==> src/rtl/rc4_encrypt_core.sv <==
// RC4 encryptor: KSA + PRGA over the shared 256x8 s_memory, ciphertext bytes go to an external RAM.
// Latency: done rises 2049+11*MSG_LEN cycles after start is accepted. No backpressure: RAM ports are always ready.
// Optional RC4_ENC_KEY22_EN: clears secret_key[23:22] when the key is latched.
module rc4_encrypt_core #(
    parameter int MSG_LEN = 32
) (
    input  logic                    CLOCK_50,
    input  logic                    reset_n,
    input  logic                    start,
    input  logic [23:0]             secret_key,
    input  logic [MSG_LEN-1:0][7:0] plain_data,
    output logic [7:0]              s_mem_address,
    output logic [7:0]              s_mem_data,
    output logic                    s_mem_wren,
    input  logic [7:0]              s_mem_q,
    output logic [4:0]              ct_address,
    output logic [7:0]              ct_data,
    output logic                    ct_wren,
    output logic                    busy,
    output logic                    done
);

    localparam int KW = (MSG_LEN > 1) ? $clog2(MSG_LEN) : 1;

    typedef enum logic [4:0] {
        S_IDLE,
        S_INIT,
        K_ADDR_I,
        K_WAIT_I,
        K_READ_I,
        K_ADDR_J,
        K_WAIT_J,
        K_WR_I,
        K_WR_J,
        P_INC,
        P_ADDR_I,
        P_WAIT_I,
        P_READ_I,
        P_ADDR_J,
        P_WAIT_J,
        P_WR_I,
        P_WR_J,
        P_ADDR_F,
        P_WAIT_F,
        P_OUT,
        S_DONE
    } state_t;

    state_t                  state;
    state_t                  state_n;
    logic [7:0]              i;
    logic [7:0]              j;
    logic [4:0]              k;
    logic [7:0]              si;
    logic [7:0]              sj;
    logic [1:0]              kmod;
    logic [23:0]             key_r;
    logic [MSG_LEN-1:0][7:0] plain_r;
    logic [7:0]              key_byte;
    logic                    last_byte;
    logic                    accept;

    assign accept    = ((state == S_IDLE) || (state == S_DONE)) && start;
    assign last_byte = (k == 5'(MSG_LEN - 1));

    // kmod tracks i mod 3 so the key byte is selected without a divider
    always_comb begin
        key_byte = key_r[23:16];
        case (kmod)
            2'd1:    key_byte = key_r[15:8];
            2'd2:    key_byte = key_r[7:0];
            default: key_byte = key_r[23:16];
        endcase
    end

    always_ff @(posedge CLOCK_50 or negedge reset_n) begin
        if (!reset_n) begin
            state <= S_IDLE;
        end else begin
            state <= state_n;
        end
    end

    always_comb begin
        state_n = state;
        case (state)
            S_IDLE:   if (start) state_n = S_INIT;
            S_INIT:   if (i == 8'hFF) state_n = K_ADDR_I;
            K_ADDR_I: state_n = K_WAIT_I;
            K_WAIT_I: state_n = K_READ_I;
            K_READ_I: state_n = K_ADDR_J;
            K_ADDR_J: state_n = K_WAIT_J;
            K_WAIT_J: state_n = K_WR_I;
            K_WR_I:   state_n = K_WR_J;
            K_WR_J:   state_n = (i == 8'hFF) ? P_INC : K_ADDR_I;
            P_INC:    state_n = P_ADDR_I;
            P_ADDR_I: state_n = P_WAIT_I;
            P_WAIT_I: state_n = P_READ_I;
            P_READ_I: state_n = P_ADDR_J;
            P_ADDR_J: state_n = P_WAIT_J;
            P_WAIT_J: state_n = P_WR_I;
            P_WR_I:   state_n = P_WR_J;
            P_WR_J:   state_n = P_ADDR_F;
            P_ADDR_F: state_n = P_WAIT_F;
            P_WAIT_F: state_n = P_OUT;
            P_OUT:    state_n = last_byte ? S_DONE : P_INC;
            S_DONE:   if (start) state_n = S_INIT;
            default:  state_n = S_IDLE;
        endcase
    end

    // Addresses stay put through the wait and read states so the 1-cycle RAM sees a stable address
    always_comb begin
        s_mem_address = i;
        s_mem_data    = 8'h00;
        s_mem_wren    = 1'b0;
        ct_address    = 5'd0;
        ct_data       = 8'h00;
        ct_wren       = 1'b0;
        case (state)
            S_IDLE, S_DONE: begin
                s_mem_address = 8'h00;
            end
            S_INIT: begin
                s_mem_data = i;
                s_mem_wren = 1'b1;
            end
            K_ADDR_J, K_WAIT_J, P_ADDR_J, P_WAIT_J: begin
                s_mem_address = j;
            end
            K_WR_I, P_WR_I: begin
                s_mem_data = s_mem_q;
                s_mem_wren = 1'b1;
            end
            K_WR_J, P_WR_J: begin
                s_mem_address = j;
                s_mem_data    = si;
                s_mem_wren    = 1'b1;
            end
            P_ADDR_F, P_WAIT_F: begin
                s_mem_address = si + sj;
            end
            P_OUT: begin
                s_mem_address = si + sj;
                ct_address    = k;
                ct_data       = s_mem_q ^ plain_r[k[KW-1:0]];
                ct_wren       = 1'b1;
            end
            default: begin
                s_mem_address = i;
            end
        endcase
    end

    always_ff @(posedge CLOCK_50 or negedge reset_n) begin
        if (!reset_n) begin
            i       <= 8'h00;
            j       <= 8'h00;
            k       <= 5'd0;
            si      <= 8'h00;
            sj      <= 8'h00;
            kmod    <= 2'd0;
            key_r   <= 24'h000000;
            plain_r <= '0;
        end else begin
            if (accept) begin
`ifdef RC4_ENC_KEY22_EN
                key_r <= {2'b00, secret_key[21:0]};
`else
                key_r <= secret_key;
`endif
                plain_r <= plain_data;
                i       <= 8'h00;
                j       <= 8'h00;
                k       <= 5'd0;
                kmod    <= 2'd0;
            end
            case (state)
                S_INIT: begin
                    i <= i + 8'd1;
                    if (i == 8'hFF) j <= 8'h00;
                end
                K_READ_I: begin
                    si <= s_mem_q;
                    j  <= j + s_mem_q + key_byte;
                end
                K_WR_I: sj <= s_mem_q;
                K_WR_J: begin
                    i    <= i + 8'd1;
                    kmod <= (kmod == 2'd2) ? 2'd0 : kmod + 2'd1;
                    if (i == 8'hFF) j <= 8'h00;
                end
                P_INC: i <= i + 8'd1;
                P_READ_I: begin
                    si <= s_mem_q;
                    j  <= j + s_mem_q;
                end
                P_WR_I: sj <= s_mem_q;
                P_OUT:  k  <= k + 5'd1;
                default: begin
                end
            endcase
        end
    end

    // Status flags follow the FSM by one cycle: done rises the cycle after the last ciphertext byte
    always_ff @(posedge CLOCK_50 or negedge reset_n) begin
        if (!reset_n) begin
            busy <= 1'b0;
            done <= 1'b0;
        end else if (accept) begin
            busy <= 1'b1;
            done <= 1'b0;
        end else if (state == S_DONE) begin
            busy <= 1'b0;
            done <= 1'b1;
        end
    end

endmodule
==> config.mk <==
export PLATFORM = sky130hd
export DESIGN_NAME = rc4_encrypt_core
export DESIGN_NICKNAME = d
export VERILOG_FILES = /design/src/rtl/rc4_encrypt_core.sv
export SDC_FILE = /design/constraint.sdc
export NUM_CORES = 1
export LEC_CHECK = 0
export CAP_MARGIN = 20
export CORE_MARGIN = 5
export CORE_UTILIZATION = 35
export DETAILED_ROUTE_END_ITERATION = 10
export GPL_ROUTABILITY_DRIVEN = 0
export HOLD_SLACK_MARGIN = 0.12
export PLACE_DENSITY = 0.57
export SLEW_MARGIN = 5
export SYNTH_ARGS = -nofsm -noshare
export SYNTH_HDL_FRONTEND = slang
export SYNTH_SLANG_ARGS = --single-unit
==> constraint.sdc <==
create_clock -name CLOCK_50 -period 4.17 [get_ports CLOCK_50]
set_input_delay 0.6255 -clock CLOCK_50 [delete_from_list [all_inputs] [get_ports CLOCK_50]]
set_output_delay 0.6255 -clock CLOCK_50 [all_outputs]
set_load 0.005 [all_outputs]
==> results of run 1 <==
## flip-flops by register name (all words and copies together) (netlist names), 2 cells and up
register,cells
i,8
j,8
k,5
key_r,24
kmod,2
plain_r,256
si,8
sj,8
state,5
## per-stage QoR
step           hold WS (ps)  area, sq um  setup TNS, ps  setup slack, ps
2_1_floorplan           330        16000              0              646
3_3_place_gp            453        20000          -65.2            -65.2
3_5_place_dp            458        20000           -219             -219
4_1_cts                 472        21300              0             1.63
5_1_grt                 484        21400          -1.55            -1.55
6_report                470        21400              0             87.2
## timing repair
action                     4_1_cts  5_1_grt
resized for setup                2        4
cloned                           0        0
hold endpoints to repair        13        0
setup endpoints to repair        8       11
hold buffers                     1        0
setup buffers                    2        6
## synth_stat cells (all sizes together) (4+ instances only)
cell type	count
dfrtp	326
a22o	6
a21oi	31
ha	27
xor2	14
o21ai	37
xnor2	13
mux4	80
nor3	6
nor2	37
a21o	6
buf	26
mux2i	8
mux2	10
nand2	911
nor2b	4
clkbuf	75
a22oi	24
and3	12
nand3	16
inv	16
## worst reg2reg max path, delay by kind of cell (launching register included)
kind / cells / cell delay, ps
AO/OA/AOI/OAI: 6 / 1190
buffers and inverters: 1 / 50
adder cells (fa/ha/maj): 3 / 920
AND/OR/NAND/NOR: 4 / 770
flip-flops: 1 / 420
XOR/XNOR: 1 / 260
## power by group through the flow
stage / logic (uW) / registers [uW] / clock network, uW
after floorplan: 5150 / 5210 / 0
after global routing: 8080 / 5830 / 3590
final: 7240 / 5650 / 3380
after detailed placement: 7140 / 5710 / 0
after global placement: 6950 / 5680 / 0
after CTS: 7240 / 5660 / 3460
## per-layer routing
metal / up-vias / wire (um)
li1: 6342 / -
met1: 6507 / 22200
met2: 357 / 25300
met3: 82 / 2980
met4: 4 / 1390
met5: - / 21
## logic make-up after synthesis
family                     after synthesis
buffers and inverters                  118
xor gates and xnor gates                27
and+or+nand+nor                       1007
AOI/OAI and AO/OA                      133
DFF                                    326
adders and majority gates               30
muxes                                   98
## worst max path at each step
stage,from,endpoint,slack [ps],depth (start not counted)
finish,k[0],ct_data[1],90,7
floorplan,s_mem_q[0],j[7],650,15
global placement,s_mem_q[0],j[7],-70,16
detailed placement,s_mem_q[0],j[7],-220,16
CTS,k[1],ct_data[1],2,7
global route,k[0],ct_data[5],-2,8
## layout make-up
type	instances	area, sq um
Sequential cell	326	8170
Tap cell	600	751
Clock inverter	11	153
Clock buffer	57	1100
Antenna cell	2	5.00
Inverter	17	63.8
Multi-Input combinational cell	1295	7430
Fill cell	4335	24000
Timing Repair Buffer	369	3730
==> run_summary.xml, run 1 <==
<?xml version="1.0" encoding="UTF-8"?>
<metrics>
  <group name="layout">
    <metric name="drive_gt1_share" unit="%">10.0</metric>
    <metric name="finalCoreUtilization" unit="%">47.1</metric>
    <metric name="post_route_non_filler_standard_cell_count" unit="">2677</metric>
    <metric name="flow.area_growth_from_synthesis" unit="%">33.4</metric>
    <metric name="final_common_cell" unit="">nand2_1</metric>
    <metric name="commonest_non_fill_non_tap_cells_in_the_layout" unit="">nand2_1, dfrtp_1, clkdlybuf4s50_1</metric>
    <metric name="nets" unit="">2368</metric>
  </group>
  <group name="floorplan">
    <metric name="initial_core_util" unit="%">35.3</metric>
    <metric name="die_w" unit="um">224</metric>
    <metric name="overall_die_area" unit="sq um">50200</metric>
    <metric name="vert_die_dim" unit="um">224</metric>
    <metric name="rows" unit="">78</metric>
    <metric name="core_area" unit="sq um">45400</metric>
    <metric name="boundaryPins" unit="">324</metric>
  </group>
  <group name="clocking">
    <metric name="path_clk_slew" unit="ps">60</metric>
    <metric name="cts-buffers-inserted" unit="">38</metric>
    <metric name="h-tree-depth" unit="">2</metric>
    <metric name="tritoncts" unit="">yes</metric>
    <metric name="cts.path.max_buffers" unit="">3</metric>
    <metric name="clock_latency" unit="ps">570</metric>
    <metric name="clock_tree.root_cell" unit="">clkbuf_16</metric>
    <metric name="tritoncts_num_sinks" unit="">326</metric>
  </group>
  <group name="global_routing">
    <metric name="grtUsageMet3" unit="%">4.34</metric>
    <metric name="residual_overflow_from_global_routing" unit="">0</metric>
    <metric name="initial_antenna_violation_count" unit="">3</metric>
    <metric name="grt_pass1_wl" unit="mm">79.3</metric>
    <metric name="global_route.peak_usage_layer" unit="">met2</metric>
    <metric name="grt_util_all_layers" unit="%">20.2</metric>
    <metric name="grt_max_degree" unit="">200</metric>
    <metric name="vias_in_the_first_global_route" unit="">13600</metric>
    <metric name="met1_track_usage_gr" unit="%">27.1</metric>
    <metric name="met2_demand_to_capacity_share_in_global_routing" unit="%">33.4</metric>
  </group>
  <group name="detailed_routing">
    <metric name="dr_total_vias" unit="">13300</metric>
    <metric name="via_to_cell_ratio" unit="">4.97</metric>
    <metric name="drt_iter0_markers" unit="">1111</metric>
    <metric name="post_drt_wl_per_cell" unit="um">19.4</metric>
    <metric name="ant_nets" unit="">0</metric>
    <metric name="drt-total-wl" unit="mm">51.8</metric>
    <metric name="detail_route.first_pass.iterations" unit="">5</metric>
    <metric name="drcViolationCount" unit="">0</metric>
  </group>
  <group name="critical_path">
    <metric name="timing.critical_path.fanout_max" unit="">16</metric>
    <metric name="cpPeakStageDelay" unit="ps">550</metric>
    <metric name="timing.reg2reg.setup_slack" unit="ps">450</metric>
    <metric name="timing.critical_path.max_delay_family" unit="">multiplexers</metric>
    <metric name="crit_buf_inv" unit="">2</metric>
    <metric name="worst_r2r_endpoint" unit="">j[7]</metric>
    <metric name="worst-r2r-cell-count" unit="">15</metric>
    <metric name="critPathCaptureType" unit="">output port</metric>
    <metric name="worstPathArrival" unit="ps">3460</metric>
    <metric name="worstReg2RegStart" unit="">j[0]</metric>
    <metric name="crit_type" unit="">reg2out</metric>
    <metric name="critical_path_required" unit="ps">3540</metric>
    <metric name="critPathSlowestCell" unit="">mux4_2</metric>
    <metric name="timing.critical_path.from_type" unit="">flip-flop</metric>
    <metric name="cp_cell_sequence" unit="">buf_12 &gt; mux4_2 &gt; mux4_2 &gt; mux2i_2 &gt; xnor2_1 &gt; nor2_1 &gt; clkdlybuf4s50_1</metric>
    <metric name="critical-path-top-cell-by-count" unit="">mux4_2</metric>
  </group>
  <group name="synth">
    <metric name="synth_top_area_cell" unit="">dfrtp_1</metric>
    <metric name="netlist_instances" unit="">1739</metric>
    <metric name="synth_nets" unit="">2060</metric>
    <metric name="synth-seq-area-share" unit="%">50.9</metric>
    <metric name="share_of_synthesized_flip_flops_with_an_asynchronous_set_or_reset" unit="%">100</metric>
    <metric name="post_synth_xor_area_fraction" unit="%">1.47</metric>
    <metric name="yosys.cell_types.count" unit="">53</metric>
    <metric name="cell_area_after_synthesis" unit="sq um">16000</metric>
    <metric name="ys_warn_count" unit="">0</metric>
    <metric name="post_synth_fa_ha_maj_area_fraction" unit="%">2.48</metric>
    <metric name="synthesis.area_per_instance" unit="sq um">9.22</metric>
    <metric name="synth-simple-area-share" unit="%">24.4</metric>
    <metric name="yosys-top-cells-area" unit="">dfrtp_1, nand2_1, mux4_2, ha_1, clkbuf_1</metric>
    <metric name="dominant_combinational_cell_family_by_area_after_synthesis" unit="">simple AND/OR/NAND/NOR gates</metric>
    <metric name="yosys.area.top_type_share" unit="%">50.9</metric>
    <metric name="post_synth_mux_area_share" unit="%">12.4</metric>
    <metric name="post_synth_top_flop" unit="">dfrtp_1</metric>
    <metric name="postSynthRegisterBits" unit="">326</metric>
    <metric name="synthesized_area_fraction_occupied_by_ao_oa_aoi_and_oai_cells" unit="%">5.30</metric>
    <metric name="synth_enable_flop_cells" unit="">0</metric>
  </group>
  <group name="placed_design">
    <metric name="placed_cell_count" unit="">2598</metric>
    <metric name="place.port_buffers" unit="">323</metric>
    <metric name="hpwl_after_detailed_placement" unit="mm">37.8</metric>
  </group>
  <group name="run">
    <metric name="cap_viol_max_count" unit="">0</metric>
  </group>
  <group name="pwr">
    <metric name="power.switching" unit="uW">6160</metric>
    <metric name="vdd.ir_drop.worst" unit="mV">0.426</metric>
    <metric name="share_comb_of_total_power" unit="%">44.5</metric>
    <metric name="internal_power" unit="uW">10100</metric>
    <metric name="power_frac_clock" unit="%">20.8</metric>
    <metric name="switching_share" unit="%">37.8</metric>
    <metric name="power_per_cell_area" unit="nW/um^2">760</metric>
    <metric name="static_leakage" unit="uW">0.0102</metric>
    <metric name="seq_power_share" unit="%">34.7</metric>
    <metric name="report.power.total" unit="uW">16300</metric>
  </group>
  <group name="timing">
    <metric name="finalSetupViolCount" unit="">0</metric>
    <metric name="min_period_over_period" unit="%">97.9</metric>
    <metric name="finalMaxSlewViolations" unit="">0</metric>
    <metric name="hold_viol_final" unit="">0</metric>
    <metric name="post-route-min-period" unit="ps">4080</metric>
    <metric name="timing.slew.headroom" unit="%">26.5</metric>
    <metric name="worst-slew-pin-transition" unit="ps">1090</metric>
    <metric name="clock.fmax" unit="MHz">245</metric>
    <metric name="worst_clock_skew" unit="ps">35.8</metric>
  </group>
  <group name="outcome">
    <metric name="outcome" unit="">finished clean</metric>
  </group>
  <group name="worst_hold_path">
    <metric name="min_path_type" unit="">reg2reg</metric>
    <metric name="min_delay_worst_endpoint" unit="">plain_r[180]</metric>
    <metric name="worst_hold_path.num_cells" unit="">2</metric>
    <metric name="min-delay-start" unit="">plain_r[180]</metric>
  </group>
</metrics>
Power figures use the tool's default switching activity.
==> inputs of run 2 (changes only) <==
--- a/config.mk
+++ b/config.mk
@@ -10,6 +10,7 @@
 export CORE_UTILIZATION = 35
 export DETAILED_ROUTE_END_ITERATION = 10
 export GPL_ROUTABILITY_DRIVEN = 0
+export GPL_TIMING_DRIVEN = 0
 export HOLD_SLACK_MARGIN = 0.12
 export PLACE_DENSITY = 0.57
 export SLEW_MARGIN = 5
==> run_summary.xml, run 2 (synthesized netlist as in run 1, its figures left out) <==
<?xml version="1.0" encoding="UTF-8"?>
<metrics>
  <group name="critical_path">
    <metric name="cp_cell_sequence" unit="">buf_6 &gt; buf_12 &gt; buf_12 &gt; mux4_2 &gt; mux4_2 &gt; mux2i_2 &gt; xor2_1 &gt; nor2_1 &gt; clkdlybuf4s50_1</metric>
    <metric name="cpPeakStageDelay" unit="ps">560</metric>
    <metric name="critPathCaptureType" unit="">output port</metric>
    <metric name="worst-r2r-cell-count" unit="">15</metric>
    <metric name="crit_type" unit="">reg2out</metric>
    <metric name="timing.critical_path.fanout_max" unit="">10</metric>
    <metric name="critical_path_required" unit="ps">3540</metric>
    <metric name="critPathSlowestCell" unit="">mux4_2</metric>
    <metric name="timing.critical_path.from_type" unit="">flip-flop</metric>
    <metric name="worstPathArrival" unit="ps">3400</metric>
  </group>
  <group name="clocking">
    <metric name="path_clk_slew" unit="ps">60</metric>
    <metric name="tritoncts_num_sinks" unit="">326</metric>
    <metric name="clock_tree.root_cell" unit="">clkbuf_16</metric>
    <metric name="tritoncts" unit="">yes</metric>
    <metric name="cts.path.max_buffers" unit="">3</metric>
    <metric name="clock_latency" unit="ps">550</metric>
    <metric name="h-tree-depth" unit="">2</metric>
    <metric name="holdBufCountCts" unit="">0</metric>
    <metric name="cts-buffers-inserted" unit="">39</metric>
  </group>
  <group name="floorplan">
    <metric name="initial_core_util" unit="%">35.3</metric>
    <metric name="die_w" unit="um">224</metric>
    <metric name="boundaryPins" unit="">324</metric>
    <metric name="overall_die_area" unit="sq um">50200</metric>
    <metric name="core_area" unit="sq um">45400</metric>
    <metric name="vert_die_dim" unit="um">224</metric>
    <metric name="rows" unit="">78</metric>
  </group>
  <group name="layout">
    <metric name="final_design_area_no_fill" unit="sq um">21500</metric>
    <metric name="drive_gt1_share" unit="%">9.34</metric>
    <metric name="commonest_non_fill_non_tap_cells_in_the_layout" unit="">nand2_1, dfrtp_1, clkdlybuf4s50_1</metric>
    <metric name="flow.area_growth_from_synthesis" unit="%">34.2</metric>
    <metric name="registers.top_by_ff_count" unit="">plain_r</metric>
    <metric name="reg.largest.list" unit="">plain_r: 256 flops, key_r: 24 flops</metric>
    <metric name="nets" unit="">2428</metric>
    <metric name="largest_register_ffs" unit="">256</metric>
    <metric name="multi_input_area" unit="sq um">7470</metric>
    <metric name="area.sequential" unit="sq um">8160</metric>
    <metric name="post_route_non_filler_standard_cell_count" unit="">2733</metric>
    <metric name="final_common_cell" unit="">nand2_1</metric>
    <metric name="finalCoreUtilization" unit="%">47.4</metric>
    <metric name="layout.filler_cells" unit="">4294</metric>
  </group>
  <group name="timing">
    <metric name="finalMaxSlewViolations" unit="">0</metric>
    <metric name="clock.fmax" unit="MHz">248</metric>
    <metric name="worst-slew-pin-transition" unit="ps">1060</metric>
    <metric name="worst_clock_skew" unit="ps">28.7</metric>
    <metric name="timing.slew.headroom" unit="%">28.5</metric>
    <metric name="post-route-min-period" unit="ps">4030</metric>
    <metric name="hold_viol_final" unit="">0</metric>
    <metric name="timing.hold.ws" unit="ps">146</metric>
    <metric name="setup_total_negative_slack" unit="ps">0</metric>
    <metric name="grt_setup_unrepaired" unit="">yes</metric>
    <metric name="finalSetupViolCount" unit="">0</metric>
    <metric name="min_period_over_period" unit="%">96.6</metric>
  </group>
  <group name="global_routing">
    <metric name="grt_pass1_wl" unit="mm">82.4</metric>
    <metric name="residual_overflow_from_global_routing" unit="">0</metric>
    <metric name="grt_max_degree" unit="">115</metric>
    <metric name="vias_in_the_first_global_route" unit="">14200</metric>
    <metric name="initial_antenna_violation_count" unit="">3</metric>
    <metric name="grt_util_all_layers" unit="%">21.2</metric>
  </group>
  <group name="pwr">
    <metric name="static_leakage" unit="uW">0.0102</metric>
    <metric name="power_per_cell_area" unit="nW/um^2">768</metric>
    <metric name="vdd.ir_drop.worst" unit="mV">0.368</metric>
  </group>
  <group name="detailed_routing">
    <metric name="post_drt_wl_per_cell" unit="um">19.8</metric>
    <metric name="ant_nets" unit="">0</metric>
    <metric name="drt_iter0_markers" unit="">1010</metric>
    <metric name="dr_total_vias" unit="">13600</metric>
    <metric name="drt-total-wl" unit="mm">54.1</metric>
    <metric name="detail_route.first_pass.iterations" unit="">7</metric>
    <metric name="drcViolationCount" unit="">0</metric>
    <metric name="via_to_cell_ratio" unit="">4.97</metric>
  </group>
  <group name="placed_design">
    <metric name="placed_cell_count" unit="">2664</metric>
    <metric name="hpwl_after_detailed_placement" unit="mm">41.9</metric>
    <metric name="dpl-instance-area" unit="sq um">20100</metric>
    <metric name="place.port_buffers" unit="">323</metric>
  </group>
  <group name="worst_hold_path">
    <metric name="min_path_type" unit="">in2async</metric>
  </group>
  <group name="run">
    <metric name="cap_viol_max_count" unit="">0</metric>
  </group>
  <group name="outcome">
    <metric name="outcome" unit="">finished clean</metric>
  </group>
</metrics>
==> run 2: cell types whose count changed in the layout (fill, tap and decap cells not counted), sizes merged <==
cell	before	now
dlygate4sd2	0	1
clkinv	6	8
buf	46	31
inv	19	17
clkbuf	57	124
dlymetal6s2s	0	1
bufinv	3	2
clkinvlp	0	5
clkdlybuf4s50	322	320
dlygate4sd3	1	0
clkdlybuf4s15	0	1
==> run 2: final timing paths <==
kind / start / end / slack (ps)
worst max-delay path: k[0] / ct_data[4] / 140
worst min-delay path: reset_n / key_r[2] / 150
worst max register to register: j[0] / j[7] / 480
worst min register to register: plain_r[249] / plain_r[249] / 470
max in group asynchronous: reset_n / plain_r[237] / 2950
min in group CLOCK_50: plain_r[249] / plain_r[249] / 470
==> run 2: power breakdown <==
part           internal (uW)  switching, uW  total (uW)
Sequential              4630            865        5490
Clock                   1950           1350        3300
Combinational           3520           4210        7730
==> run 2: area by class of cell <==
type                    count  area share [%]
clock buffers              50            5.01
diodes                      2          0.0233
multi-input cells        1295            34.7
plain buffers             100            2.37
repair buffers            328            15.5
well taps                 600            3.49
clock inverters            15           0.709
flip-flops and latches    326            37.9
inverters                  17           0.297
==> run 2: stage by stage <==
stage | total power (uW) | setup slack, ps
detailed placement | 13000 | -333
global placement | 12800 | -11760
CTS | 16600 | -12.7
floorplan | 10400 | 646
finish | 16500 | 141
global route | 17700 | -7.54
==> run 2: critical path: cells and delay by family (launching register included) <==
family / cells / cell delay, ps
muxes: 3 / 1280
DFF: 1 / 360
xor gates and xnor gates: 1 / 90
and+or+nand+nor: 1 / 170
buffers and inverters: 4 / 960
==> run 2: layer usage <==
layer  GRT usage (%)  share of wire, %  up-vias
li1                -                 -     6459
met1            28.6                43     6653
met2            36.1                49      389
met3            3.67               5.9       70
met4            5.10               2.3        2
met5               0             0.024        -
==> run 2: timing repair <==
item                                    in CTS  in global routing
buffers inserted                             3                  0
gates resized for setup                     40                 11
pin swaps                                    2                  2
endpoints found under the setup margin       8                 11
==> inputs of run 3 (changes only) <==
--- a/config.mk
+++ b/config.mk
@@ -5,14 +5,14 @@
 export SDC_FILE = /design/constraint.sdc
 export NUM_CORES = 1
 export LEC_CHECK = 0
-export CAP_MARGIN = 20
+export CAP_MARGIN = 15
 export CORE_MARGIN = 5
-export CORE_UTILIZATION = 35
+export CORE_UTILIZATION = 30
 export DETAILED_ROUTE_END_ITERATION = 10
 export GPL_ROUTABILITY_DRIVEN = 0
 export GPL_TIMING_DRIVEN = 0
 export HOLD_SLACK_MARGIN = 0.12
-export PLACE_DENSITY = 0.57
+export PLACE_DENSITY = 0.5
 export SLEW_MARGIN = 5
 export SYNTH_ARGS = -nofsm -noshare
 export SYNTH_HDL_FRONTEND = slang
==> run_summary.xml, run 3 (synthesized netlist as in run 1, its figures left out) <==
<?xml version="1.0" encoding="UTF-8"?>
<metrics>
  <group name="placed_design">
    <metric name="place.port_buffers" unit="">323</metric>
    <metric name="dpl-instance-area" unit="sq um">20200</metric>
    <metric name="placed_cell_count" unit="">2753</metric>
    <metric name="hpwl_after_detailed_placement" unit="mm">44.5</metric>
    <metric name="dp_slack" unit="ps">-365</metric>
  </group>
  <group name="pwr">
    <metric name="power.switching" unit="uW">6540</metric>
    <metric name="report.power.total" unit="uW">16900</metric>
    <metric name="internal_power" unit="uW">10400</metric>
    <metric name="switching_share" unit="%">38.6</metric>
    <metric name="seq_power_share" unit="%">32.5</metric>
    <metric name="share_comb_of_total_power" unit="%">46.3</metric>
    <metric name="vdd.ir_drop.worst" unit="mV">0.288</metric>
    <metric name="power_per_cell_area" unit="nW/um^2">775</metric>
    <metric name="static_leakage" unit="uW">0.0104</metric>
    <metric name="power_frac_clock" unit="%">21.2</metric>
  </group>
  <group name="critical_path">
    <metric name="crit_type" unit="">reg2out</metric>
    <metric name="timing.critical_path.from_type" unit="">flip-flop</metric>
    <metric name="timing.critical_path.fanout_max" unit="">10</metric>
    <metric name="worstPathArrival" unit="ps">3440</metric>
    <metric name="critical_path_required" unit="ps">3540</metric>
    <metric name="critPathCaptureType" unit="">output port</metric>
  </group>
  <group name="detailed_routing">
    <metric name="drcViolationCount" unit="">0</metric>
    <metric name="detail_route.first_pass.iterations" unit="">5</metric>
    <metric name="drt_iter0_markers" unit="">1059</metric>
    <metric name="via_to_cell_ratio" unit="">4.79</metric>
    <metric name="drt-total-wl" unit="mm">57.6</metric>
    <metric name="dr_total_vias" unit="">13600</metric>
    <metric name="ant_nets" unit="">0</metric>
    <metric name="post_drt_wl_per_cell" unit="um">20.3</metric>
  </group>
  <group name="layout">
    <metric name="drive_gt1_share" unit="%">9.52</metric>
    <metric name="multi_input_area" unit="sq um">7480</metric>
    <metric name="post_route_non_filler_standard_cell_count" unit="">2834</metric>
    <metric name="commonest_non_fill_non_tap_cells_in_the_layout" unit="">nand2_1, dfrtp_1, clkdlybuf4s50_1</metric>
    <metric name="reg.largest.list" unit="">plain_r: 256 flops, key_r: 24 flops</metric>
    <metric name="flow.area_growth_from_synthesis" unit="%">36.1</metric>
    <metric name="registers.top_by_ff_count" unit="">plain_r</metric>
    <metric name="final_design_area_no_fill" unit="sq um">21800</metric>
    <metric name="area.sequential" unit="sq um">8160</metric>
    <metric name="final_common_cell" unit="">nand2_1</metric>
    <metric name="layout.filler_cells" unit="">5321</metric>
    <metric name="nets" unit="">2432</metric>
    <metric name="largest_register_ffs" unit="">256</metric>
  </group>
  <group name="clocking">
    <metric name="tritoncts" unit="">yes</metric>
    <metric name="tritoncts_num_sinks" unit="">326</metric>
    <metric name="path_clk_slew" unit="ps">60</metric>
    <metric name="clock_tree.root_cell" unit="">clkbuf_16</metric>
    <metric name="cts.path.max_buffers" unit="">3</metric>
    <metric name="h-tree-depth" unit="">2</metric>
    <metric name="cts-buffers-inserted" unit="">40</metric>
    <metric name="clock_latency" unit="ps">540</metric>
  </group>
  <group name="floorplan">
    <metric name="initial_core_util" unit="%">30.4</metric>
    <metric name="core_area" unit="sq um">52800</metric>
    <metric name="overall_die_area" unit="sq um">58200</metric>
    <metric name="vert_die_dim" unit="um">241</metric>
    <metric name="boundaryPins" unit="">324</metric>
    <metric name="die_w" unit="um">241</metric>
    <metric name="rows" unit="">84</metric>
  </group>
  <group name="global_routing">
    <metric name="grt_pass1_wl" unit="mm">85.7</metric>
    <metric name="residual_overflow_from_global_routing" unit="">0</metric>
    <metric name="grt_max_degree" unit="">116</metric>
    <metric name="grt_util_all_layers" unit="%">19.5</metric>
    <metric name="vias_in_the_first_global_route" unit="">14200</metric>
    <metric name="initial_antenna_violation_count" unit="">3</metric>
  </group>
  <group name="timing">
    <metric name="min_period_over_period" unit="%">97.6</metric>
    <metric name="worst-slew-pin-transition" unit="ps">1210</metric>
    <metric name="finalMaxSlewViolations" unit="">0</metric>
    <metric name="clock.fmax" unit="MHz">246</metric>
    <metric name="postLayoutSetupSlackWorst" unit="ps">102</metric>
    <metric name="post-route-min-period" unit="ps">4070</metric>
    <metric name="hold_viol_final" unit="">0</metric>
    <metric name="worst_clock_skew" unit="ps">14.3</metric>
    <metric name="grt_setup_unrepaired" unit="">no</metric>
    <metric name="finalSetupViolCount" unit="">0</metric>
    <metric name="timing.slew.headroom" unit="%">19.6</metric>
    <metric name="setup_total_negative_slack" unit="ps">0</metric>
  </group>
  <group name="outcome">
    <metric name="outcome" unit="">finished clean</metric>
  </group>
  <group name="worst_hold_path">
    <metric name="min_path_type" unit="">reg2reg</metric>
  </group>
  <group name="run">
    <metric name="cap_viol_max_count" unit="">0</metric>
  </group>
</metrics>
[run 3: layer usage]
layer,track usage (%),share of wire (%)
met2,32.9,49
met3,2.98,5.2
met4,4.82,2.2
met1,26.5,44
met5,0,0.035
[run 3: final cells by class]
type / instances / area share (%)
Multi-Input combinational cell: 1295 / 34.3
Clock buffer: 60 / 5.39
Clock inverter: 13 / 0.820
Timing Repair Buffer: 331 / 15.5
Antenna cell: 4 / 0.0458
Inverter: 17 / 0.292
Sequential cell: 326 / 37.4
Buffer: 100 / 2.40
Tap cell: 688 / 3.94
[run 3: power groups by stage]
stage / combinational, uW / sequential (uW) / clock, uW
finish: 7830 / 5510 / 3590
global route: 8680 / 5670 / 3820
CTS: 7950 / 5490 / 3680
detailed placement: 7630 / 5530 / 0
global placement: 7510 / 5490 / 0
floorplan: 5150 / 5210 / 0
[run 3: repair_timing]
action | in CTS | in global routing
hold buffers | 1 | 0
gates cloned | 0 | 0
hold endpoints to repair | 51 | 0
resized for setup | 52 | 10
setup buffers | 3 | 0
endpoints found under the setup margin | 8 | 11
pin swaps | 1 | 0
[run 3: critical path, stage by stage (launching register included)]
cell and delay [ps]:
dfrtp_1 380, buf_6 170, buf_12 130, buf_12 150
mux4_2 560, mux4_2 510, mux2i_4 270, xnor2_1 100
nor2_1 90, clkdlybuf4s50_1 520
[run 3: worst paths after layout]
check                              from            to  slack [ps]  depth (start not counted)
min                        plain_r[188]  plain_r[188]         470                          2
min reg2reg                plain_r[188]  plain_r[188]         470                          2
min in group asynchronous       reset_n      key_r[3]         600                          2
max reg2reg                        j[0]          j[7]         510                         15
max in group asynchronous       reset_n   plain_r[79]        2230                          4
max                                k[0]    ct_data[1]         100                          9
[run 3: per-stage QoR]
stage / hold slack [ps] / util (%)
after floorplan: 330 / -
after global placement: 454 / 38.2
after detailed placement: 457 / 38.3
after CTS: 472 / 41.3
after global routing: 479 / 41.4
final: 467 / 41.4
